`config.mk`:
```
export PLATFORM = sky130hd
export DESIGN_NAME = register_file_2r1w
export DESIGN_NICKNAME = d
export VERILOG_FILES = /design/src/rtl/regfile_pkg.sv /design/src/rtl/regfile_read_port.sv /design/src/rtl/register_file_2r1w.sv
export SDC_FILE = /design/constraint.sdc
export NUM_CORES = 2
export LEC_CHECK = 0
export ABC_AREA = 1
export CELL_PAD_IN_SITES_DETAIL_PLACEMENT = 1
export CELL_PAD_IN_SITES_GLOBAL_PLACEMENT = 1
export CORE_UTILIZATION = 46
export CTS_BUF_LIST = sky130_fd_sc_hd__clkbuf_16
export DETAILED_ROUTE_END_ITERATION = 10
export PLACE_DENSITY_LB_ADDON = 0.15
export SETUP_SLACK_MARGIN = 0.15
export SYNTH_ARGS = -nofsm -noshare
export SYNTH_HDL_FRONTEND = slang
export SYNTH_SLANG_ARGS = --single-unit
```
`constraint.sdc`:
```
create_clock -name clk -period 1.45 [get_ports clk]
set_input_delay 0.29 -clock clk [delete_from_list [all_inputs] [get_ports clk]]
set_output_delay 0.29 -clock clk [all_outputs]
set_load 0.01 [all_outputs]
```
`src/rtl/regfile_pkg.sv`:
```
// ============================================================================
// regfile_pkg : shared defaults for the 2R1W register file
// Rev 1.0 - initial release
// ============================================================================
`default_nettype none

package regfile_pkg;
  localparam int DATA_WIDTH_DEFAULT = 32;
  localparam int ADDR_WIDTH_DEFAULT = 5;
  localparam int ZERO_REG           = 0;
  localparam int RESET_DATA         = 0;
endpackage

`default_nettype wire

```
`src/rtl/regfile_read_port.sv`:
```
// ============================================================================
// regfile_read_port : one registered read port with zero-index forcing,
// optional write-through (REGFILE_BYPASS_EN) and stall hold
// Rev 1.0 - initial release
// ============================================================================
`default_nettype none

module regfile_read_port
  import regfile_pkg::*;
#(
  parameter int DATA_WIDTH = DATA_WIDTH_DEFAULT,
  parameter int ADDR_WIDTH = ADDR_WIDTH_DEFAULT
) (
  input  logic                  clk,
  input  logic                  reset,
  input  logic                  stall,
  input  logic                  rd_req,
  input  logic [ADDR_WIDTH-1:0] addr,
  input  logic [DATA_WIDTH-1:0] entry_data,
  input  logic                  wr_en,
  input  logic [ADDR_WIDTH-1:0] wr_addr,
  input  logic [DATA_WIDTH-1:0] wr_data,
  output logic [DATA_WIDTH-1:0] data
);

  logic [DATA_WIDTH-1:0] next_data;

`ifdef REGFILE_BYPASS_EN
  always_comb begin
    next_data = entry_data;
    if (addr == ADDR_WIDTH'(ZERO_REG)) begin
      next_data = DATA_WIDTH'(RESET_DATA);
    end else if (wr_en && (wr_addr == addr)) begin
      // addr is nonzero here, so wr_addr is nonzero too
      next_data = wr_data;
    end
  end
`else
  // Without write-through the same-edge write is invisible: pre-write value wins
  logic unused_bypass_inputs;
  assign unused_bypass_inputs = ^{wr_en, wr_addr, wr_data};

  always_comb begin
    next_data = entry_data;
    if (addr == ADDR_WIDTH'(ZERO_REG)) begin
      next_data = DATA_WIDTH'(RESET_DATA);
    end
  end
`endif

  always_ff @(posedge clk or negedge reset) begin
    if (!reset) begin
      data <= DATA_WIDTH'(RESET_DATA);
    end else if (!stall && rd_req) begin
      data <= next_data;
    end
  end

endmodule

`default_nettype wire

```
`src/rtl/register_file_2r1w.sv`:
```
// ============================================================================
// register_file_2r1w : two-read/one-write register file, 1-cycle read latency
// Optional write-to-read bypass enabled by defining REGFILE_BYPASS_EN
// Rev 1.0 - initial release
// ============================================================================
`default_nettype none

module register_file_2r1w
  import regfile_pkg::*;
#(
  parameter int DATA_WIDTH = DATA_WIDTH_DEFAULT,
  parameter int ADDR_WIDTH = ADDR_WIDTH_DEFAULT
) (
  input  logic                  clk,
  input  logic                  reset,
  input  logic                  wr_en,
  input  logic [ADDR_WIDTH-1:0] wr_addr,
  input  logic [DATA_WIDTH-1:0] wr_data,
  input  logic                  rd_req,
  input  logic                  stall,
  input  logic [ADDR_WIDTH-1:0] rd_addr_a,
  input  logic [ADDR_WIDTH-1:0] rd_addr_b,
  output logic [DATA_WIDTH-1:0] rd_data_a,
  output logic [DATA_WIDTH-1:0] rd_data_b,
  output logic                  rd_valid
);

  localparam int DEPTH = 2 ** ADDR_WIDTH;

  logic [DATA_WIDTH-1:0] entries [DEPTH];

  always_ff @(posedge clk or negedge reset) begin
    if (!reset) begin
      for (int i = 0; i < DEPTH; i++) begin
        entries[i] <= DATA_WIDTH'(RESET_DATA);
      end
      rd_valid <= 1'b0;
    end else begin
      if (wr_en && (wr_addr != ADDR_WIDTH'(ZERO_REG))) begin
        entries[wr_addr] <= wr_data;
      end
      if (!stall) begin
        rd_valid <= rd_req;
      end
    end
  end

  regfile_read_port #(
    .DATA_WIDTH (DATA_WIDTH),
    .ADDR_WIDTH (ADDR_WIDTH)
  ) u_port_a (
    .clk        (clk),
    .reset      (reset),
    .stall      (stall),
    .rd_req     (rd_req),
    .addr       (rd_addr_a),
    .entry_data (entries[rd_addr_a]),
    .wr_en      (wr_en),
    .wr_addr    (wr_addr),
    .wr_data    (wr_data),
    .data       (rd_data_a)
  );

  regfile_read_port #(
    .DATA_WIDTH (DATA_WIDTH),
    .ADDR_WIDTH (ADDR_WIDTH)
  ) u_port_b (
    .clk        (clk),
    .reset      (reset),
    .stall      (stall),
    .rd_req     (rd_req),
    .addr       (rd_addr_b),
    .entry_data (entries[rd_addr_b]),
    .wr_en      (wr_en),
    .wr_addr    (wr_addr),
    .wr_data    (wr_data),
    .data       (rd_data_b)
  );

endmodule

`default_nettype wire

```
Word-level counts from Yosys, hierarchy flattened. Cells that the tools add are included. Widths: inputs -> output; s select.

Bits of input ports: 52. Flip-flop bits (word level): 1089. Output and inout port bits: 65. Logic and storage cells: 60.

Bitwise gates (word level): 3. Reduce and logical (&&, ||, !) cells: 7. Mux-type cells: 11. $lt $le $gt $ge: 4.

Operator list (number): $bwmux 1024 (1); $bmux 32 s5 (2); $mux 32 (7); $demux 32 s5 (1); $ge 6x6->1 const B (3); $not 5->6 (3); $logic_not 5->1 (2); $lt 6x1->1 const B (1); $reduce_bool 5->1 (1); $logic_and 1x1->1 (3); $logic_not 1->1 (1).

Depth between registers and ports, before layout.
Depth after elaboration: 6. Gate-level depth with buffers: 14. Gate-level depth less buffers: 11.

Hierarchy. Synthesis repeated with hierarchy kept, for this count alone.

Cells, all modules: 9093. Area total of the unflattened synthesis: 61537.8 µm².

Modules (own cells, without submodules): register_file_2r1w (area an instance 58322.2 µm², instances 1, cells each 8679, sequential area each 25649.6 µm²); regfile_read_port (area an instance 1607.8 µm², instances 2, cells each 207, sequential area each 800.8 µm²).

Least setup slack after synthesis. Ideal clock, no wire load.

Path type: input -> register. From: input port rd_addr_b[0]. To: register u_port_b.data[10]. Buffers on the path: 4. Data required time: 1.384 ns. Library setup time: 0.066 ns. Path slack: -0.178 ns. Data arrival time: 1.562 ns. Stages: 13. Cells stage by stage: buf_2 -> clkinv_1 -> buf_2 -> buf_2 -> clkbuf_1 -> nand2_1 -> nand3_1 -> nand3_1 -> nand3b_1 -> nand2_1 -> nand2_1 -> nand3_1 -> nand2_1.

Longest elaborated chain between the ends: 5. Elaborated cells on any way between the ends: 6. Those cells by class: mux (4); bitwise (1); reduce/logical (1).

RTL lines: start, declared (line register_file_2r1w.sv:22) `input logic [ADDR_WIDTH-1:0] rd_addr_b,`; $not 5->6 (not written as such) (line register_file_2r1w.sv:73) `.entry_data (entries[rd_addr_b]),`; $bmux 32 s5 (line register_file_2r1w.sv:73); $mux 32 (not written as such) (2 in series) (line register_file_2r1w.sv:73); $mux 32 (*) (line regfile_read_port.sv:45) `if (addr == ADDR_WIDTH'(ZERO_REG)) begin`; end signal, assigned (line regfile_read_port.sv:53) `data <= DATA_WIDTH'(RESET_DATA);`; end signal, assigned (line regfile_read_port.sv:55) `data <= next_data;`; end, declared (line regfile_read_port.sv:23) `output logic [DATA_WIDTH-1:0] data`.

Every way passes the cells marked *; elsewhere a longest branch is shown, timed or not. The select of a mux whose other input is x is not followed. A chain may end at the register's enable or synchronous reset.

Worst setup path after layout.
From: register u_port_a.data[31]. To: output port rd_data_a[31].

RTL lines: start, declared (line regfile_read_port.sv:23); start signal, assigned (line regfile_read_port.sv:53); start signal, assigned (line regfile_read_port.sv:55); end, declared (line register_file_2r1w.sv:23) `output logic [DATA_WIDTH-1:0] rd_data_a,`.

No word-level cell between the ends.

==> qor.yml <==
status: "finished with violations"
violations: "setup timing"
cts-root-buf: "clkbuf_16"
cp.required_ns: 1.16
finalHoldViolations: 0
cp.depth: 1
postPlaceCellArea_um2: 67100
synth_area_um2: 58400
first_iter_violations: 7944
final_common_cell: "nand2_1"
gp_congestion: 0.928
worstMarginPinSlew_ns: 0.544
crit_type: "reg -> out"
core_area_um2: 126000
firstDrtPassIters: 6
register_area_um2: 27300
synthesis.nets: 8540
syn-instance-count: 8488
rsz0062_at_grt: "true"
ys_seq_area_frac: 0.467
vias_per_cell: 6.38
holdPathStages: 3
yosys.area_share.simple: 0.367
power.density_nw_per_um2: 1310
synth_compound_area_frac: 0.113
cp-start-kind: "register"
period_needed_ns: 1.65
rrSetupSlack_ns: -0.02
final_cell_mix: "nand2_1 (3629), dfrtp_1 (1085), nand3_1 (982), o21ai_0 (763), a21oi_1 (489)"
synth_top_family_by_area: "simple AND/OR/NAND/NOR gates"
route.detailed.drc: 0
cts.sinks: 1089
wl_per_cell_um: 28.1
max_stage_delay_ns: 0.44
r2r_cells: 9
fill_cells: 15551
cp-end-kind: "output pin"
start_util: 0.464
slowest_stage: "dfrtp_2"
pin_count: 117
peakVddDrop_uv: 1310
htree_levels: 4
final.period_utilization: 1.14
yosysUniqueCellTypes: 19
dp_slack_ns: -0.848
fin_nets: 8758
cts_buffers: 132
avgSynthCellArea_um2: 6.88
slew_viol_final: 0
grt_overflow: 0
rows: 130
final_util: 0.591
ys_ff_latch: 1089
fin_area_um2: 74300
drv_cap: 0
fp.dieW_um: 358
die_y_um: 358
critical_path.endpoint: "rd_data_a[31]"
multi_input_area_um2: 29700
io_buffers: 116
routed_wl_um: 294000
ys_warn_count: 0
crit-reg2reg-launch: "entries[272]"
crit_start: "u_port_a.data[31]"
path_buf_inv: 1
finalWorstSetupSlack_ns: -0.205
synth_mux_area_frac: 0
grt_first_pass_wirelength_um: 421000
antenna_found_initial: 14
maxSlewHeadroom: 0.637
grt_pass1_vias: 67099
num_vias: 66742
reg2reg_to: "u_port_a.data[16]"
synth_xor_area_frac: 0
ant_nets: 0
p_leak_nw: 35.7
tritoncts: "yes"
clock_path_buffers: 3
grt_usage: 0.435
grt_max_degree: 68
syn_to_final_growth_pct: 27.2
whs_ns: 0.125
max_freq_ghz: 0.604
cp_max_fo: 2
cp.arrival_ns: 1.36
drive_gt1_frac: 0.157
hold_class: "in -> reg"
dieArea_um2: 128000
critPathTopFamily: "flip-flops"
hpwl_um: 180000
insertion_delay_ns: 0.79
crit_chain: "buf_6"
setup-violations-final: 66
yosys.area_share.adder: 0
fin_skew_ns: 0.0189
clkTransAtPathRegs_ns: 0.05
## layout make-up
type                    instances  share of cell area
repair inverters                1            0.000152
clock inverters                92              0.0102
repair buffers                830               0.143
multi-input cells            6593               0.400
diodes                          5            0.000168
inverters                      59             0.00391
flip-flops and latches       1089               0.367
clock buffers                 141              0.0475
well taps                    1650              0.0278
## registers in the layout, indices dropped and copies added (netlist names)
name           flops
u_port_b.data     32
rd_valid           1
u_port_a.data     32
entries         1024
## per-layer routing
| metal | global-route usage | vias up | part of all wire |
|---|---|---|---|
| met5 | 0 | - | 0.00057 |
| met2 | 0.662 | 4271 | 0.44 |
| met4 | 0.243 | 24 | 0.066 |
| met3 | 0.0915 | 1253 | 0.12 |
| li1 | - | 27903 | - |
| met1 | 0.577 | 33291 | 0.38 |
## cells in the mapped netlist
| library cell | number | area (um^2) |
|---|---|---|
| nand3_1 | 1090 | 5460 |
| nand2_1 | 3820 | 14300 |
| nor2_2 | 6 | 37.5 |
| o21ai_0 | 769 | 3850 |
| clkinv_1 | 4 | 15.0 |
| nand4_1 | 2 | 12.5 |
| clkbuf_1 | 593 | 2230 |
| nor2_1 | 296 | 1110 |
| inv_2 | 10 | 37.5 |
| nor2_4 | 2 | 22.5 |
| nor4_4 | 1 | 21.3 |
| inv_1 | 45 | 169 |
| a21oi_1 | 534 | 2670 |
| o21ai_1 | 11 | 55.1 |
| dfrtp_1 | 1089 | 27300 |
| nand3b_1 | 54 | 405 |
| buf_2 | 72 | 360 |
| buf_1 | 82 | 308 |
| nor3_1 | 8 | 40.0 |
## worst reg2reg max path, stage by stage (launching register included)
cell	delay (ns)
dfrtp_1	0.40
nand2_1	0.07
nand3_1	0.09
nand3_1	0.16
nand3b_1	0.18
nand2_1	0.10
nand2_1	0.06
nand3_2	0.08
buf_6	0.15
nand2_2	0.05
## metrics by stage
stage | TNS [ns] | cells | power [mW]
after CTS | -11.92 | 10372 | 95.6
after detailed placement | -620.51 | 10108 | 61.3
after floorplan | 0 | 8488 | 52.2
final | -10.10 | 10460 | 97.5
after global placement | -541.79 | 10108 | 59.8
after global routing | -11.65 | 10456 | 101
## logic make-up (layout without fill, tap and decap cells)
logic type / count (synthesis) / after routing
AOI/OAI and AO/OA: 1314 / 1314
buffers and inverters: 806 / 1123
DFF: 1089 / 1089
other: 0 / 5
and+or+nand+nor: 5279 / 5279
## repair_timing
| item | in CTS | in global routing |
|---|---|---|
| pin swaps | 64 | 270 |
| buffers inserted | 25 | 67 |
| setup endpoints to repair | 289 | 598 |
| endpoints found under the hold margin | 857 | 0 |
| hold buffers | 2 | 0 |
| gates resized for setup | 472 | 280 |
| gates cloned | 4 | 16 |
## power breakdown
group / switching [mW] / internal (mW) / total [mW]
Sequential: 5.23 / 36.2 / 41.4
Clock: 14.1 / 19.8 / 33.9
Combinational: 13.6 / 8.68 / 22.2
## how the worst min path moves through the flow
stage | to | startpoint | slack, ns
after floorplan | entries[0] | reset | -0.006
after global placement | entries[934] | reset | 0.14
after detailed placement | entries[902] | reset | 0.15
after CTS | rd_valid | stall | 0.07
after global routing | rd_valid | stall | 0.15
final | rd_valid | stall | 0.13
No activity file was read; power rests on OpenSTA's default activity.
